`config.mk`:
```
export PLATFORM = sky130hd
export DESIGN_NAME = button_conditioner
export DESIGN_NICKNAME = d
export VERILOG_FILES = /design/src/rtl/button_conditioner.sv
export SDC_FILE = /design/constraint.sdc
export NUM_CORES = 1
export LEC_CHECK = 0
export CORE_ASPECT_RATIO = 1.1
export CORE_MARGIN = 10
export CORE_UTILIZATION = 35
export CTS_CLUSTER_SIZE = 28
export DETAILED_ROUTE_END_ITERATION = 12
export MAX_ROUTING_LAYER = met4
export PLACE_DENSITY = 0.56
export SKIP_CTS_REPAIR_TIMING = 1
export SYNTH_ARGS = -nofsm -noshare
export SYNTH_HDL_FRONTEND = slang
export SYNTH_SLANG_ARGS = --single-unit
```
`constraint.sdc`:
```
create_clock -name clk -period 2.9 [get_ports clk]
set_input_delay 0.725 -clock clk [delete_from_list [all_inputs] [get_ports clk]]
set_output_delay 0.725 -clock clk [all_outputs]
set_load 0.03 [all_outputs]
```
`src/rtl/button_conditioner.sv`:
```
// Multi-channel push-button conditioner: synchronizer, tick-based debounce,
// and per-channel press/release/hold/auto-repeat pulse generation.
module button_conditioner #(
  parameter int unsigned N_CH         = 5,
  parameter int unsigned SYNC_STAGES  = 2,
  parameter int unsigned DB_TICKS     = 4,
  parameter int unsigned HOLD_TICKS   = 8,
  parameter int unsigned REPEAT_TICKS = 3,
  parameter int unsigned ACTIVE_LOW   = 0
) (
  input  logic            clk,
  input  logic            reset,
  input  logic            tick,
  input  logic [N_CH-1:0] btn_in,
  input  logic [N_CH-1:0] repeat_en,
  output logic [N_CH-1:0] level,
  output logic [N_CH-1:0] press,
  output logic [N_CH-1:0] rel,     // release pulse; "release" is a reserved word
  output logic [N_CH-1:0] hold,
  output logic [N_CH-1:0] rep
);

  localparam int unsigned DB_W   = $clog2(DB_TICKS + 1);
  localparam int unsigned HOLD_W = $clog2(HOLD_TICKS + 1);
  localparam int unsigned REP_W  = $clog2(REPEAT_TICKS + 1);
  localparam logic        INV    = (ACTIVE_LOW != 0);

  typedef enum logic [1:0] {RELEASED, PRESSED, HELD, REPEATING} state_t;

  for (genvar i = 0; i < N_CH; i++) begin : g_ch
    logic [SYNC_STAGES-1:0] sync_q;
    logic [DB_W-1:0]        db_cnt;
    logic [HOLD_W-1:0]      hold_cnt;
    logic [REP_W-1:0]       rep_cnt;
    logic                   level_q, press_q, rel_q, hold_q, rep_q;
    state_t                 state;
    logic                   s, mismatch, toggle, rise, fall;

    assign s        = sync_q[SYNC_STAGES-1];
    assign mismatch = (s != level_q);
    assign toggle   = tick && mismatch && (db_cnt == DB_W'(DB_TICKS - 1));
    assign rise     = toggle && !level_q;
    assign fall     = toggle && level_q;

    // Synchronizer runs every clock, independent of tick.
    always_ff @(posedge clk or posedge reset) begin
      if (reset) sync_q <= '0;
      else       sync_q <= {sync_q[SYNC_STAGES-2:0], btn_in[i] ^ INV};
    end

    // Stable-time debounce: any matching sample restarts the count.
    always_ff @(posedge clk or posedge reset) begin
      if (reset) begin
        db_cnt  <= '0;
        level_q <= 1'b0;
      end else if (tick) begin
        if (!mismatch) begin
          db_cnt <= '0;
        end else if (toggle) begin
          db_cnt  <= '0;
          level_q <= ~level_q;
        end else begin
          db_cnt <= db_cnt + DB_W'(1);
        end
      end
    end

    // Press/hold/repeat FSM; a level fall takes priority over any due pulse.
    always_ff @(posedge clk or posedge reset) begin
      if (reset) begin
        state    <= RELEASED;
        hold_cnt <= '0;
        rep_cnt  <= '0;
        press_q  <= 1'b0;
        rel_q    <= 1'b0;
        hold_q   <= 1'b0;
        rep_q    <= 1'b0;
      end else begin
        press_q <= 1'b0;
        rel_q   <= 1'b0;
        hold_q  <= 1'b0;
        rep_q   <= 1'b0;
        if (fall) begin
          state    <= RELEASED;
          rel_q    <= 1'b1;
          hold_cnt <= '0;
          rep_cnt  <= '0;
        end else if (rise) begin
          state    <= PRESSED;
          press_q  <= 1'b1;
          hold_cnt <= '0;
          rep_cnt  <= '0;
        end else if (tick) begin
          case (state)
            PRESSED: begin
              if (hold_cnt == HOLD_W'(HOLD_TICKS - 1)) begin
                hold_cnt <= HOLD_W'(HOLD_TICKS);
                hold_q   <= 1'b1;
                state    <= HELD;
              end else begin
                hold_cnt <= hold_cnt + HOLD_W'(1);
              end
            end
            // HELD counts its first repeat tick on the same edge it leaves.
            HELD, REPEATING: begin
              if (!repeat_en[i]) begin
                state   <= HELD;
                rep_cnt <= '0;
              end else begin
                state <= REPEATING;
                if (rep_cnt == REP_W'(REPEAT_TICKS - 1)) begin
                  rep_q   <= 1'b1;
                  rep_cnt <= '0;
                end else begin
                  rep_cnt <= rep_cnt + REP_W'(1);
                end
              end
            end
            default: ;
          endcase
        end
      end
    end

    assign level[i] = level_q;
    assign press[i] = press_q;
    assign rel[i]   = rel_q;
    assign hold[i]  = hold_q;
    assign rep[i]   = rep_q;
  end

endmodule

```
==> results of run 1 <==
## cell type report
class | instances | area, sq um | share of cell area [%]
sequential | 90 | 2250 | 46.6
multi-input combinational | 233 | 1610 | 33.3
timing repair buffer | 44 | 460 | 9.54
clock buffer | 13 | 250 | 5.18
tap | 150 | 188 | 3.89
inverter | 10 | 55.1 | 1.14
clock inverter | 3 | 15.0 | 0.311
## kinds of logic (layout without fill, tap and decap cells)
logic type,Yosys count,after routing
muxes,13,13
and+or+nand+nor,140,140
buffers and inverters,47,70
xor gates and xnor gates,16,16
adders and majority gates,10,10
DFF,90,90
AOI/OAI and AO/OA,54,54
## power groups by stage
| stage | sequential [W] | combinational (W) | clock (W) |
|---|---|---|---|
| 3_5_place_dp | 0.00206 | 0.00128 | 0 |
| 2_1_floorplan | 0.00195 | 0.00109 | 0 |
| 4_1_cts | 0.00205 | 0.00128 | 0.00109 |
| 5_1_grt | 0.00213 | 0.00145 | 0.00115 |
| 3_3_place_gp | 0.00205 | 0.00124 | 0 |
| 6_report | 0.00205 | 0.00126 | 0.00106 |
## worst paths after layout
kind,endpoint,start
max,level[4],g_ch[4].level_q$_DFFE_PP0P_
max reg2reg,g_ch[3].rel_q$_DFF_PP0_,g_ch[3].level_q$_DFFE_PP0P_
min in group asynchronous,g_ch[2].sync_q[0]$_DFF_PP0_,reset
min,g_ch[4].sync_q[1]$_DFF_PP0_,g_ch[4].sync_q[0]$_DFF_PP0_
min reg2reg,g_ch[4].sync_q[1]$_DFF_PP0_,g_ch[4].sync_q[0]$_DFF_PP0_
max in group asynchronous,g_ch[1].hold_q$_DFF_PP0_,reset
## state kept, by name, summed over array words and instances, names as in the netlist
register / count
g_ch.hold_cnt: 20
g_ch.db_cnt: 15
g_ch.rep_cnt: 10
g_ch.state: 10
g_ch.sync_q: 10
g_ch.hold_q: 5
g_ch.level_q: 5
g_ch.press_q: 5
g_ch.rel_q: 5
g_ch.rep_q: 5
## per-stage QoR
step	hold WS (ns)	util, %	cells	setup slack (ns)	cell area, sq um
2_1_floorplan	0.331	-	370	1.13	4180
3_3_place_gp	0.336	39.4	527	0.488	4560
3_5_place_dp	0.342	39.4	527	0.461	4560
4_1_cts	0.346	41.6	543	0.588	4830
5_1_grt	0.363	41.6	543	0.551	4830
6_report	0.348	41.6	543	0.612	4830
## placed cells by master (no fill, tap or decap), types with 7 or more instances in the layout
| master | n |
|---|---|
| dfrtp_1 | 90 |
| clkdlybuf4s50_1 | 37 |
| nand2_1 | 29 |
| nor2_1 | 22 |
| a21oi_1 | 18 |
| mux2i_1 | 13 |
| xor2_1 | 13 |
| o21ai_0 | 11 |
| nand3b_1 | 10 |
| ha_1 | 10 |
| nor2b_1 | 9 |
| clkbuf_16 | 9 |
| inv_1 | 8 |
| or3_1 | 7 |
| and3_1 | 7 |
## metal layers
layer / global-route usage (%) / wire length, um
met1: 12.2 / 3320
met2: 14.7 / 3460
met3: 2.17 / 302
met4: 6.15 / 204
met5: - / 0
==> results_dict.tcl, run 1 <==
set metrics [dict create \
    dieArea_sq_mm 0.0167 \
    gp_congestion 0.759 \
    hold_path_class "reg -> reg" \
    grt_pass1_vias 2688 \
    synthesis.area_sq_mm 0.00418 \
    critical_path.top_delay_family "buffers and inverters" \
    routed_via_density 4.97 \
    synth_compound_area_share_pct 8.24 \
    cts_sinks 90 \
    max_freq_mhz 437 \
    yosys.cell_types.count 48 \
    drtAntennaViolNets 0 \
    netlist.area_leader.share_pct 53.9 \
    sequentialPowerShare_pct 46.9 \
    required_ns 2.17 \
    synth_ff_type "dfrtp_1" \
    root_buffer "clkbuf_16" \
    synth_area_per_cell_sq_um 11.3 \
    synthAdderAreaFrac_pct 3.00 \
    grt_antenna_before_repair 0 \
    hold_viol 0 \
    synth_top_family_by_area "simple AND/OR/NAND/NOR gates" \
    firstDrtPassIters 4 \
    synth_nets 393 \
    synth_cells 370 \
    wl_per_cell_um 13.4 \
    fillers 1129 \
    worst_slew_pin_slew_ns 0.622 \
    async_reset_ff_share_pct 100 \
    pwr_density_cell_mw_per_mm2 905 \
    cts_tree "built" \
    yosys-top-cells-area "dfrtp_1 54%, buf_4 4.5%, mux2i_1 3.1%" \
    vias 2698 \
    path_depth 1 \
    synth_xor_area_share_pct 3.36 \
    yosysMostFrequentCell "dfrtp_1" \
    grt.overflow.total 0 \
    path_cells "clkdlybuf4s50_1" \
    final_max_slew_viol_count 0 \
    drcViolationCount 0 \
    cp_max_fo 7 \
    timing.critical_path.buf_inv 1 \
    n_antenna_cell 0 \
    p_leak_nw 2.19 \
    track_usage_pct 9.97 \
    grt_max_degree 48 \
    dpl.hpwl_um 4920 \
    rr_worst_depth 4 \
    ir_worst_vdd_mv 0.430 \
    p_total_w 0.00437 \
    coreArea_sq_mm 0.0116 \
    ys_top_cells_by_count "90 x dfrtp_1, 29 x nand2_1, 25 x buf_4, 22 x nor2_1, 18 x a21oi_1" \
    drive_gt1_share_pct 8.14 \
    grt_pass1_wl_um 13000 \
    cts_buffer_depth 2 \
    r2r_slack_ns 1.34 \
    die_h_um 135 \
    cts_buffers 9 \
    sw_frac_of_total_pct 34.0 \
    switching_power_w 0.00148 \
    drt_iter0_markers 238 \
    combinationalPowerShare_pct 28.7 \
    critPathKind "reg -> out" \
    yosys_register_bits 90 \
    p_int_w 0.00289 \
    ios 38 \
    setup_viol_count_final 0 \
    hold_depth 0 \
    skew_ns 0.00410 \
    fp.dieW_um 124 \
    setup_tns_ns 0 \
    crit_arrival_ns 1.56 \
    min_period_ns 2.29 \
    slew_headroom_pct 58.4 \
    yosysWarnings 0 \
    clockPowerShare_pct 24.3 \
    critPathCaptureType "output port" \
    slowest_delay_ns 0.73 \
    synth_mux_area_share_pct 3.12 \
    start_kind "flip-flop" \
    synth_simple_gate_area_share_pct 20.8 \
    h-tree-depth 3 \
    rsz0062_at_grt "no" \
    clk_pin_slew_worst_paths_ns 0.06 \
    synth_largest_area_cell "dfrtp_1" \
    initial_core_util_pct 36.0 \
    area_growth_pct 15.6 \
    fin_crit_sh_pct 78.9 \
    synth_seq_area_share_pct 53.9 \
    cpMaxStageDelayCell "clkdlybuf4s50_1" \
    clkLatencyLatePin_ns 0.34 \
    fp-row-count 41 \
    finalNetCount 411 \
    portBuffers 37 \
    max_cap_viol_count 0 \
    outcome "completed" \
    synth-edff-count 0 \
    wirelength_um 7290 \
]
No activity file was read; power rests on OpenSTA's default activity.
==> run 2, diff against run 1 <==
PLACE_DENSITY = 0.54   (was 0.56)
clock period = 2.3 ns   (was 2.9 ns; I/O delays follow)
==> run 2 against run 1 <==
Net effect: sequential share of layout area shrank 0.69 points; sequential power is 26% higher; clock power grew 48%; combinational power up 28%; final cell count up 0.74%; global-route usage barely moved; power rose by 32%; core utilization rose by 0.63 points; clock-buffer cell count down 2; via count shrank 0.67%; largest power group unchanged; register-to-register slack lost 0.68 ns; routed wire length up 0.80%; critical endpoint unchanged.
==> results_dict.tcl, run 2 (synthesized netlist as in run 1, its figures left out) <==
set metrics [dict create \
    ios 38 \
    top_register "g_ch.hold_cnt" \
    max_cap_viol_count 0 \
    drive_gt1_share_pct 9.57 \
    post-place-ws_ns 0.0288 \
    start_kind "flip-flop" \
    dp_cells 531 \
    layout_setup_ws_ns 0.180 \
    gp_congestion 0.760 \
    min_period_ns 2.12 \
    rsz0062_at_grt "no" \
    ir_worst_vdd_mv 0.355 \
    path_cells "clkdlybuf4s50_1" \
    dieArea_sq_mm 0.0167 \
    finalNonFillerCells 547 \
    fin_util_pct 42.3 \
    h-tree-depth 3 \
    crit_arrival_ns 1.55 \
    worst_slew_pin_slew_ns 0.490 \
    routed_via_density 4.90 \
    outcome "completed" \
    hold_end "g_ch[4].sync_q[1]$_DFF_PP0_" \
    grt_pass1_wl_um 13100 \
    grt_max_degree 91 \
    fp-row-count 41 \
    cts_buffer_depth 2 \
    fin_crit_sh_pct 92.2 \
    critPathKind "reg -> out" \
    timing.critical_path.buf_inv 1 \
    vias 2680 \
    die_h_um 135 \
    drcViolationCount 0 \
    finalNetCount 415 \
    initial_core_util_pct 36.0 \
    rr_worst_depth 4 \
    slew_headroom_pct 67.3 \
    critPathCaptureType "output port" \
    r2r_end "g_ch[3].level_q$_DFFE_PP0P_" \
    place_area_sq_mm 0.00458 \
    design_area_sq_mm 0.00490 \
    cts_sinks 90 \
    p_leak_nw 2.22 \
    wl_per_cell_um 13.4 \
    fp.dieW_um 124 \
    skew_ns 0.00953 \
    grt_pass1_vias 2731 \
    firstDrtPassIters 4 \
    cts_buffers 9 \
    track_usage_pct 10.0 \
    max_freq_mhz 472 \
    dpl.hpwl_um 4960 \
    cp_max_fo 7 \
    r2r_slack_ns 0.66 \
    critical_path.top_delay_family "buffers and inverters" \
    r2r-start "g_ch[3].level_q$_DFFE_PP0P_" \
    root_buffer "clkbuf_16" \
    path_depth 1 \
    top_regs "g_ch.hold_cnt (20), g_ch.db_cnt (15)" \
    setup_tns_ns 0 \
    final_max_slew_viol_count 0 \
    grt.overflow.total 0 \
    slowest_delay_ns 0.72 \
    wirelength_um 7350 \
    cpMaxStageDelayCell "clkdlybuf4s50_1" \
    setup_viol_count_final 0 \
    grt_antenna_before_repair 0 \
    required_ns 1.73 \
    cts_tree "built" \
    largest_reg_flops 20 \
    drt_iter0_markers 139 \
    clk_pin_slew_worst_paths_ns 0.06 \
    area_growth_pct 17.4 \
    portBuffers 37 \
    hold_path_class "reg -> reg" \
    coreArea_sq_mm 0.0116 \
    hold_start "g_ch[4].sync_q[0]$_DFF_PP0_" \
    mostFrequentLayoutCell "dfrtp_1" \
    hold_depth 0 \
    clkLatencyLatePin_ns 0.34 \
    hold_viol 0 \
    n_antenna_cell 0 \
    drtAntennaViolNets 0 \
    layout_common_cells "90 x dfrtp_1, 37 x clkdlybuf4s50_1, 29 x nand2_1, 22 x nor2_1, 18 x a21oi_1" \
    pwr_density_cell_mw_per_mm2 1170 \
]
-- run 2: changes by cell type in the layout (fill, tap and decap cells not counted) --
| cell | delta |
|---|---|
| buf_4 | +5 |
| clkbuf_1 | -2 |
| bufinv_16 | +2 |
| buf_12 | -1 |
| clkinvlp_4 | +1 |
| clkinv_2 | -1 |
-- run 2: final cells by class --
class	instances	area [sq um]
clock inverter	5	77.6
inverter	10	55.1
clock buffer	11	243
tap	150	188
sequential	90	2250
multi-input combinational	233	1610
fill	1126	6690
timing repair buffer	48	478
-- run 2: power by group --
group	total (W)	internal, W	switching [W]	leakage (nW)
Sequential	0.00258	0.00208	0.000505	1.14
Clock	0.00157	0.000977	0.000589	0.156
Combinational	0.00161	0.000820	0.000787	0.920
-- run 2: worst max-delay path by stage --
stage / startpoint / endpoint / slack (ns)
floorplan: reset / g_ch[0].db_cnt[0]$_DFFE_PP0P_ / 0.68
global placement: tick / g_ch[4].state[0]$_DFFE_PP0P_ / 0.08
detailed placement: tick / g_ch[4].state[0]$_DFFE_PP0P_ / 0.03
CTS: g_ch[4].level_q$_DFFE_PP0P_ / level[4] / 0.14
global route: g_ch[4].level_q$_DFFE_PP0P_ / level[4] / 0.11
finish: g_ch[4].level_q$_DFFE_PP0P_ / level[4] / 0.18
-- run 2: per-layer routing --
metal,share of wire [%],track usage (%)
met3,4.0,3.04
met5,0,-
met4,2.2,4.80
met1,46,12.5
met2,47,14.4
-- run 2: metrics by stage --
step           hold slack, ns  power, W
2_1_floorplan           0.331   0.00383
3_3_place_gp            0.333   0.00417
3_5_place_dp            0.335   0.00424
4_1_cts                 0.348   0.00585
5_1_grt                 0.360   0.00624
6_report                0.346   0.00575
==> run 3, diff against run 2 <==
CORE_MARGIN = 2   (was 10)
==> run 3 against run 2 <==
Net effect: register-to-register slack improved by 0.14 ns; critical path depth unchanged; routed wire length is 4.5% lower; core utilization rose by 0.10 points; sequential power barely moved; sequential share of layout area rose by 0.094 points.
==> results_dict.tcl, run 3 (synthesized netlist as in run 1, its figures left out) <==
set metrics [dict create \
    worst_slew_pin_slew_ns 0.363 \
    fin_crit_sh_pct 91.3 \
    layout_common_cells "90 x dfrtp_1, 37 x clkdlybuf4s50_1, 29 x nand2_1, 22 x nor2_1, 18 x a21oi_1" \
    path_cells "clkdlybuf4s50_1" \
    wl_met3_um 187 \
    routed_via_density 4.86 \
    critical_path.top_delay_family "buffers and inverters" \
    ios 38 \
    whs_ns 0.343 \
    hold_viol 0 \
    grt_max_degree 64 \
    slowest_delay_ns 0.72 \
    cts_buffers 9 \
    cpMaxStageDelayCell "clkdlybuf4s50_1" \
    dpl.hpwl_um 4650 \
    vias 2657 \
    grt_pass1_vias 2694 \
    grt.overflow.total 0 \
    drcViolationCount 0 \
    n_antenna_cell 0 \
    rsz0062_at_grt "no" \
    dieArea_sq_mm 0.0128 \
    coreArea_sq_mm 0.0115 \
    grt_pass1_wl_um 12700 \
    timing.critical_path.buf_inv 1 \
    skew_ns 0.00325 \
    die_h_um 119 \
    cts_buffer_depth 2 \
    dr_wl_met2_um 3450 \
    cts_tree "built" \
    top_register "g_ch.hold_cnt" \
    fin_util_pct 42.4 \
    firstDrtPassIters 4 \
    area_growth_pct 17.1 \
    finalNetCount 417 \
    drt_iter0_markers 104 \
    required_ns 1.73 \
    wl_met1_um 3260 \
    fp.dieW_um 108 \
    setup_tns_ns 0 \
    p_leak_nw 2.22 \
    grt_antenna_before_repair 0 \
    mostFrequentLayoutCell "dfrtp_1" \
    drtAntennaViolNets 0 \
    wl_per_cell_um 12.8 \
    critPathKind "reg -> out" \
    route.top_layer_used "met4" \
    p_total_w 0.00573 \
    fp-row-count 41 \
    clkLatencyLatePin_ns 0.33 \
    initial_core_util_pct 36.2 \
    outcome "completed" \
    portBuffers 37 \
    h-tree-depth 3 \
    min_period_ns 2.10 \
    setup_viol_count_final 0 \
    start_kind "flip-flop" \
    gp_congestion 0.798 \
    max_cap_viol_count 0 \
    hold_path_class "reg -> reg" \
    crit_arrival_ns 1.53 \
    final_max_slew_viol_count 0 \
    clk_pin_slew_worst_paths_ns 0.06 \
    top_regs "g_ch.hold_cnt (20), g_ch.db_cnt (15)" \
    pwr_density_cell_mw_per_mm2 1170 \
    largest_reg_flops 20 \
    cts_sinks 90 \
    cp_max_fo 6 \
    fillers 1097 \
    track_usage_pct 12.9 \
    ir_worst_vdd_mv 0.373 \
    slew_headroom_pct 75.6 \
    drive_gt1_share_pct 9.57 \
    wirelength_um 7020 \
    critPathCaptureType "output port" \
    root_buffer "clkbuf_16" \
    max_freq_mhz 476 \
]
[run 3: cell count changes in the layout (fill, tap and decap cells not counted)]
cell / change
buf_4: +3
buf_12: -1
clkinv_2: -1
clkinvlp_4: -1
[run 3: worst paths after layout]
kind	from	end	slack, ns	depth (start not counted)
hold reg to reg	g_ch[0].sync_q[0]$_DFF_PP0_	g_ch[0].sync_q[1]$_DFF_PP0_	0.34	0
setup / recovery	g_ch[3].level_q$_DFFE_PP0P_	level[3]	0.20	1
setup reg to reg	g_ch[2].level_q$_DFFE_PP0P_	g_ch[2].rep_q$_DFF_PP0_	0.80	4
min in group asynchronous	reset	g_ch[2].db_cnt[0]$_DFFE_PP0P_	0.67	3
hold / removal	g_ch[0].sync_q[0]$_DFF_PP0_	g_ch[0].sync_q[1]$_DFF_PP0_	0.34	0
max in group asynchronous	reset	g_ch[1].hold_q$_DFF_PP0_	1.33	3
[run 3: cell type report]
cell class	count	area (sq um)	area share [%]
clock buffers	11	243	4.96
clock inverters	3	65.1	1.33
inverters	10	55.1	1.13
multi-input cells	233	1610	32.9
flip-flops and latches	90	2250	46.0
well taps	150	188	3.84
repair buffers	50	480	9.82
[run 3: metrics by stage]
step | setup slack, ns | instances | area (sq um)
3_5_place_dp | 0.0697 | 533 | 4580
3_3_place_gp | 0.111 | 533 | 4580
4_1_cts | 0.172 | 547 | 4890
6_report | 0.199 | 547 | 4890
5_1_grt | 0.113 | 547 | 4890
2_1_floorplan | 0.675 | 370 | 4180
[run 3: worst register-to-register path, delay by kind of cell (launching register included)]
kind                   cells  cell delay (ns)
XOR/XNOR                   1             0.21
buffers and inverters      1             0.18
flip-flops                 1             0.45
AND/OR/NAND/NOR            2             0.52
[run 3: per-layer routing]
layer	track usage (%)	up-vias
li1	-	1320
met1	15.8	1299
met2	20.0	29
met3	3.81	9
met4	4.81	0
met5	-	-
[run 3: where the power goes]
part	leakage, nW	total, W	switching (W)	internal [W]
Combinational	0.927	0.00163	0.000796	0.000834
Sequential	1.14	0.00257	0.000494	0.00208
Clock	0.151	0.00153	0.000566	0.000967
